### src/rtl/dmem_arbiter.sv
// Data-memory port arbiter: the core owns the port by default, the loader gets
// word bursts, a starvation counter and a post-burst guard cycle keep both moving.
module dmem_arbiter #(
  parameter int ADDR_W       = 32,
  parameter int DATA_W       = 32,
  parameter int MAX_BURST    = 16,
  parameter int STARVE_LIMIT = 8
) (
  input  logic              clk,
  input  logic              rst_,
  input  logic              core_req,
  input  logic              core_we,
  input  logic [ADDR_W-1:0] core_addr,
  input  logic [2:0]        core_funct3,
  input  logic [DATA_W-1:0] core_wdata,
  output logic              core_gnt,
  output logic              core_stall,
  output logic [DATA_W-1:0] core_rdata,
  input  logic              ldr_req,
  input  logic              ldr_we,
  input  logic [ADDR_W-1:0] ldr_addr,
  input  logic [4:0]        ldr_len,
  input  logic [DATA_W-1:0] ldr_wdata,
  output logic              ldr_gnt,
  output logic [DATA_W-1:0] ldr_rdata,
  output logic              ldr_done,
  output logic [ADDR_W-1:0] mem_addr,
  output logic              mem_read,
  output logic              mem_write,
  output logic [2:0]        mem_funct3,
  output logic [DATA_W-1:0] mem_wdata,
  input  logic [DATA_W-1:0] mem_rdata,
  output logic              busy
);

  localparam int BW = $clog2(MAX_BURST + 1);
  localparam int SW = $clog2(STARVE_LIMIT + 1);

  typedef enum logic [1:0] {S_IDLE, S_BURST, S_GUARD} state_t;

  state_t            state, state_nx;
  logic              burst_we, burst_we_nx;
  logic [ADDR_W-1:0] burst_addr, burst_addr_nx;
  logic [BW-1:0]     beats, beats_nx;
  logic [BW-1:0]     beat_cnt, beat_cnt_nx;
  logic [SW-1:0]     starve_cnt, starve_nx;

  logic [BW-1:0]     req_beats;
  logic [ADDR_W-1:0] beat_addr;
  logic              beat_we;
  logic              core_gnt_i, ldr_gnt_i, ldr_done_i;

  // Zero-length requests still move one word; longer ones are clamped.
  always_comb begin
    if (ldr_len == '0)
      req_beats = BW'(1);
    else if (int'(ldr_len) > MAX_BURST)
      req_beats = BW'(MAX_BURST);
    else
      req_beats = BW'(ldr_len);
  end

  // NOTE: every signal assigned in this block gets a default first, so no path
  // leaves a value unassigned and no latch is inferred.
  always_comb begin
    state_nx      = state;
    burst_we_nx   = burst_we;
    burst_addr_nx = burst_addr;
    beats_nx      = beats;
    beat_cnt_nx   = beat_cnt;
    core_gnt_i    = 1'b0;
    ldr_gnt_i     = 1'b0;
    ldr_done_i    = 1'b0;
    beat_addr     = '0;
    beat_we       = 1'b0;

    case (state)
      S_IDLE: begin
        if (core_req && (starve_cnt < SW'(STARVE_LIMIT))) begin
          core_gnt_i = 1'b1;
        end else if (ldr_req) begin
          ldr_gnt_i     = 1'b1;
          beat_addr     = ldr_addr & ~ADDR_W'(3);
          beat_we       = ldr_we;
          burst_we_nx   = ldr_we;
          burst_addr_nx = ldr_addr & ~ADDR_W'(3);
          beats_nx      = req_beats;
          if (req_beats == BW'(1)) begin
            ldr_done_i = 1'b1;
            state_nx   = S_GUARD;
          end else begin
            beat_cnt_nx = BW'(1);
            state_nx    = S_BURST;
          end
        end
      end

      S_BURST: begin
        if (ldr_req) begin
          ldr_gnt_i = 1'b1;
          beat_we   = burst_we;
          beat_addr = burst_addr + (ADDR_W'(beat_cnt) << 2);
          if (beat_cnt == beats - BW'(1)) begin
            ldr_done_i = 1'b1;
            state_nx   = S_GUARD;
          end else begin
            beat_cnt_nx = beat_cnt + BW'(1);
          end
        end else begin
          // Loader dropped its request mid-burst: close the burst without a beat.
          ldr_done_i = 1'b1;
          state_nx   = S_GUARD;
        end
      end

      S_GUARD: begin
        core_gnt_i = core_req;
        state_nx   = S_IDLE;
      end

      default: state_nx = S_IDLE;
    endcase
  end

  always_comb begin
    starve_nx = '0;
    if (ldr_req && !ldr_gnt_i)
      starve_nx = (starve_cnt < SW'(STARVE_LIMIT)) ? starve_cnt + SW'(1) : starve_cnt;
  end

  // NOTE: sequential state uses non-blocking assignments so every register
  // samples the pre-edge values regardless of statement order.
  always_ff @(posedge clk) begin
    if (rst_) begin
      state      <= S_IDLE;
      burst_we   <= 1'b0;
      burst_addr <= '0;
      beats      <= '0;
      beat_cnt   <= '0;
      starve_cnt <= '0;
    end else begin
      state      <= state_nx;
      burst_we   <= burst_we_nx;
      burst_addr <= burst_addr_nx;
      beats      <= beats_nx;
      beat_cnt   <= beat_cnt_nx;
      starve_cnt <= starve_nx;
    end
  end

  // Reset blanks every grant in the same cycle so memory sees no access.
  assign core_gnt   = core_gnt_i & ~rst_;
  assign ldr_gnt    = ldr_gnt_i & ~rst_;
  assign ldr_done   = ldr_done_i & ~rst_;
  assign core_stall = core_req & ~core_gnt;
  assign busy       = (state != S_IDLE) & ~rst_;

  assign core_rdata = mem_rdata;
  assign ldr_rdata  = mem_rdata;

  always_comb begin
    mem_addr   = '0;
    mem_wdata  = '0;
    mem_funct3 = 3'b000;
    mem_read   = 1'b0;
    mem_write  = 1'b0;
    if (core_gnt) begin
      mem_addr   = core_addr;
      mem_wdata  = core_wdata;
      mem_funct3 = core_funct3;
      mem_read   = ~core_we;
      mem_write  = core_we;
    end else if (ldr_gnt) begin
      mem_addr   = beat_addr;
      mem_wdata  = ldr_wdata;
      mem_funct3 = 3'b010;
      mem_read   = ~beat_we;
      mem_write  = beat_we;
    end
  end

endmodule

### config.mk
export PLATFORM = sky130hd
export DESIGN_NAME = dmem_arbiter
export DESIGN_NICKNAME = d
export VERILOG_FILES = /design/src/rtl/dmem_arbiter.sv
export SDC_FILE = /design/constraint.sdc
export NUM_CORES = 1
export LEC_CHECK = 0
export ABC_AREA = 1
export CELL_PAD_IN_SITES_DETAIL_PLACEMENT = 1
export CELL_PAD_IN_SITES_GLOBAL_PLACEMENT = 1
export CORE_UTILIZATION = 21
export CTS_CLUSTER_SIZE = 10
export DETAILED_ROUTE_END_ITERATION = 6
export PLACE_DENSITY = 0.9
export SYNTH_ARGS = -nofsm -noshare
export SYNTH_HDL_FRONTEND = slang
export SYNTH_SLANG_ARGS = --single-unit
### constraint.sdc
create_clock -name clk -period 2.1 [get_ports clk]
set_input_delay 0.42 -clock clk [delete_from_list [all_inputs] [get_ports clk]]
set_output_delay 0.42 -clock clk [all_outputs]
set_load 0.02 [all_outputs]
==> results of run 1 <==
-- cells by family (layout without fill, tap and decap cells) --
family	after synthesis	in the layout	synth area share
AND/OR/NAND/NOR	436	436	0.393
adder cells (fa/ha/maj)	9	9	0.0260
AO/OA/AOI/OAI	110	111	0.154
other	0	1	0
buffers and inverters	165	490	0.206
XOR/XNOR	9	9	0.0171
flip-flops	47	47	0.204
-- per-layer routing --
layer  track usage  wire length [um]  vias up
met1         0.257             11300     3294
met4         0.101              1350        0
met2         0.447             15800      384
met3        0.0633              2760      104
met5             0                 0        -
li1              -                 -     3070
-- where the power goes --
group,internal [mW],leakage (nW),switching (mW)
logic,0.809,3.93,0.696
registers,0.928,0.393,0.0446
clock network,0.510,0.0751,0.389
total,2.25,4.40,1.13
-- state kept, by name (all words and copies together), names as in the netlist --
name and flops:
beat_cnt 5, beats 5, starve_cnt 4, state 2, burst_we 1, burst_addr 30
-- path summary, 6_finish.rpt --
check	from	to	slack [ns]	depth (start not counted)
worst max-delay path	burst_addr[2]	mem_addr[24]	-0.60	14
worst min-delay path	burst_addr[31]	burst_addr[31]	0.49	2
worst min register to register	burst_addr[31]	burst_addr[31]	0.49	2
worst max register to register	beats[1]	beat_cnt[0]	0.09	12
-- stage by stage --
| stage | setup TNS (ns) | area, um^2 | utilization | cells |
|---|---|---|---|---|
| 2_1_floorplan | 0 | 4650 | - | 776 |
| 3_3_place_gp | -44.30 | 7540 | 0.354 | 1297 |
| 3_5_place_dp | -47.70 | 7540 | 0.354 | 1297 |
| 4_1_cts | -18.30 | 8940 | 0.420 | 1360 |
| 5_1_grt | -29.26 | 9560 | 0.449 | 1378 |
| 6_report | -25.24 | 9560 | 0.449 | 1378 |
-- placed cells by master (no fill, tap or decap), types with 3 or more instances in the layout --
cell type	count
a22o_1	27
nand3_4	5
clkbuf_16	6
inv_1	58
buf_12	26
buf_4	138
dfxtp_1	28
buf_6	93
nor2_4	11
ha_4	6
o21ai_1	6
nand2_1	218
clkdlybuf4s50_1	136
nand2_4	22
clkbuf_2	3
dlygate4sd2_1	3
xor2_1	4
nand4_1	11
buf_8	5
dfxtp_4	6
o21ai_0	4
a21oi_1	44
nor3_1	5
nor2_2	8
inv_4	4
o21ai_4	4
nor2_1	40
a22o_4	10
buf_16	3
inv_2	8
a21oi_2	4
nand3_2	20
nand2_2	65
dfxtp_2	13
o21ai_2	8
nand3_1	23
-- critical path, stage by stage (launching register included) --
cell and delay (ns):
dfxtp_2 0.37, ha_4 0.16, inv_2 0.04, fa_2 0.35
inv_2 0.09, nand3_2 0.08, nand2_4 0.12, nand2_2 0.07
nand2_4 0.12, nand4_1 0.16, nand3_2 0.11, nand2_1 0.05
nand2_1 0.08, nand2_2 0.06, buf_6 0.12
-- what timing repair did --
item	4_1_cts	5_1_grt
endpoints found under the setup margin	74	76
buffers inserted	51	29
pin swaps	86	117
hold buffers	0	0
gates resized for setup	474	161
cloned	6	0
-- final cells by class --
cell class	instances	area (um^2)
fill	2505	11700
timing repair buffer	410	4190
multi-input combinational	565	3590
sequential	47	980
tap	275	344
inverter	73	298
clock buffer	7	154
antenna	1	2.50
==> out/summary.txt, run 1 <==
Status = complete, but fails checks
Failing checks = setup timing
Synth Warn # = 0
Congestion Overflow GR = 0
Initial antenna violation count = 1
Number of global-route vias before repair = 6926
Clk root buf = clkbuf_16
Final Power = 3.37 mW
Cell with the most instances after synthesis = nand2_1
Area grow syn2layout = 107%
CTS buffer count = 5
HPWL after DPL = 18800 um
Worst Path Arrival = 2.28 ns
Area leader, netlist = nand2_1
Synthesized area per cell = 5.94 um^2
CTS tree = done
Commonest cells post-synth = nand2_1 (302), inv_1 (67), buf_4 (64)
Final period utilization = 1.28
Core area = 0.0213 mm^2
Max-cap viol count = 0
Mapped Area = 0.00461 mm^2
Synth top area share = 0.246
GP Congestion = 0.885
Pwr/cell area = 353 mW/mm^2
Wire length per cell = 22.6 um
Setup crit end kind = output pin
Final setup margin = -0.596 ns
Post-synth EDFFs = 0
Die X = 150 um
# nets final = 1285
Final setup fails = 67
Initial core utilization = 0.217
Slew @ Worst Pin = 0.588 ns
Rel. slew slack = 0.605
IO buf count = 213
Post-synthesis cell type count = 36
Final Skew = 0.0133 ns
Worst-path clk slew = 0.06 ns
DRT iter0 DRCs = 348
Via Count = 6852
Pre-CTS setup slack = -0.824 ns
Post-Syn Instances = 776
Die area = 0.0226 mm^2
Ranking of synthesized cells by area = nand2_1 (25%), dfxtp_1 (20%), buf_4 (10%), a22o_1 (7.0%), inv_1 (5.5%)
CP required = 1.68 ns
Async S/R FF share, synth = 0
Fin. Hold Viols = 0
Hold slack = 0.488 ns
First-pass GRT wire length = 40600 um
CTS H-tree depth = 2
Worst Setup Start Kind = flop
Leakage Power = 4.40 nW
Latest clock arrival within the worst-skew pair = 0.31 ns
Routed WL = 31200 um
DRC viols = 0
Die Span Y = 150 um
Num ports = 312
GRT Util Overall = 0.241
Max clock buf depth = 2
Antenna Nets Post-Route = 0
CP Max Fanout = 6
Fmax = 371 MHz
TritonRoute pass-1 iters = 5
Seq/Total Area, Yosys = 0.204
Largest net degree at the start of global routing = 46
Sink Count = 47
RSZ-0062 raised after global routing = yes
Tightest Hold Check Type = reg -> reg
Maximum VDD drop = 0.260 mV
# rows = 53
Primary FF master, synth = dfxtp_1
Vias/cell = 4.97
Tmin final = 2.70 ns
CP Class = reg -> out
Fin. max-slew vios = 0
Seq cells post-synth = 47
Share of layout cells above drive strength 1 = 0.437
Syn_nets = 959
(Power assumes the default switching activity.)
==> run 2: changes to the inputs <==
SLEW_MARGIN = 20   (was unset)
==> results of run 2 <==
Same layout as run 1: the final DEF is identical, and so are final timing and power.
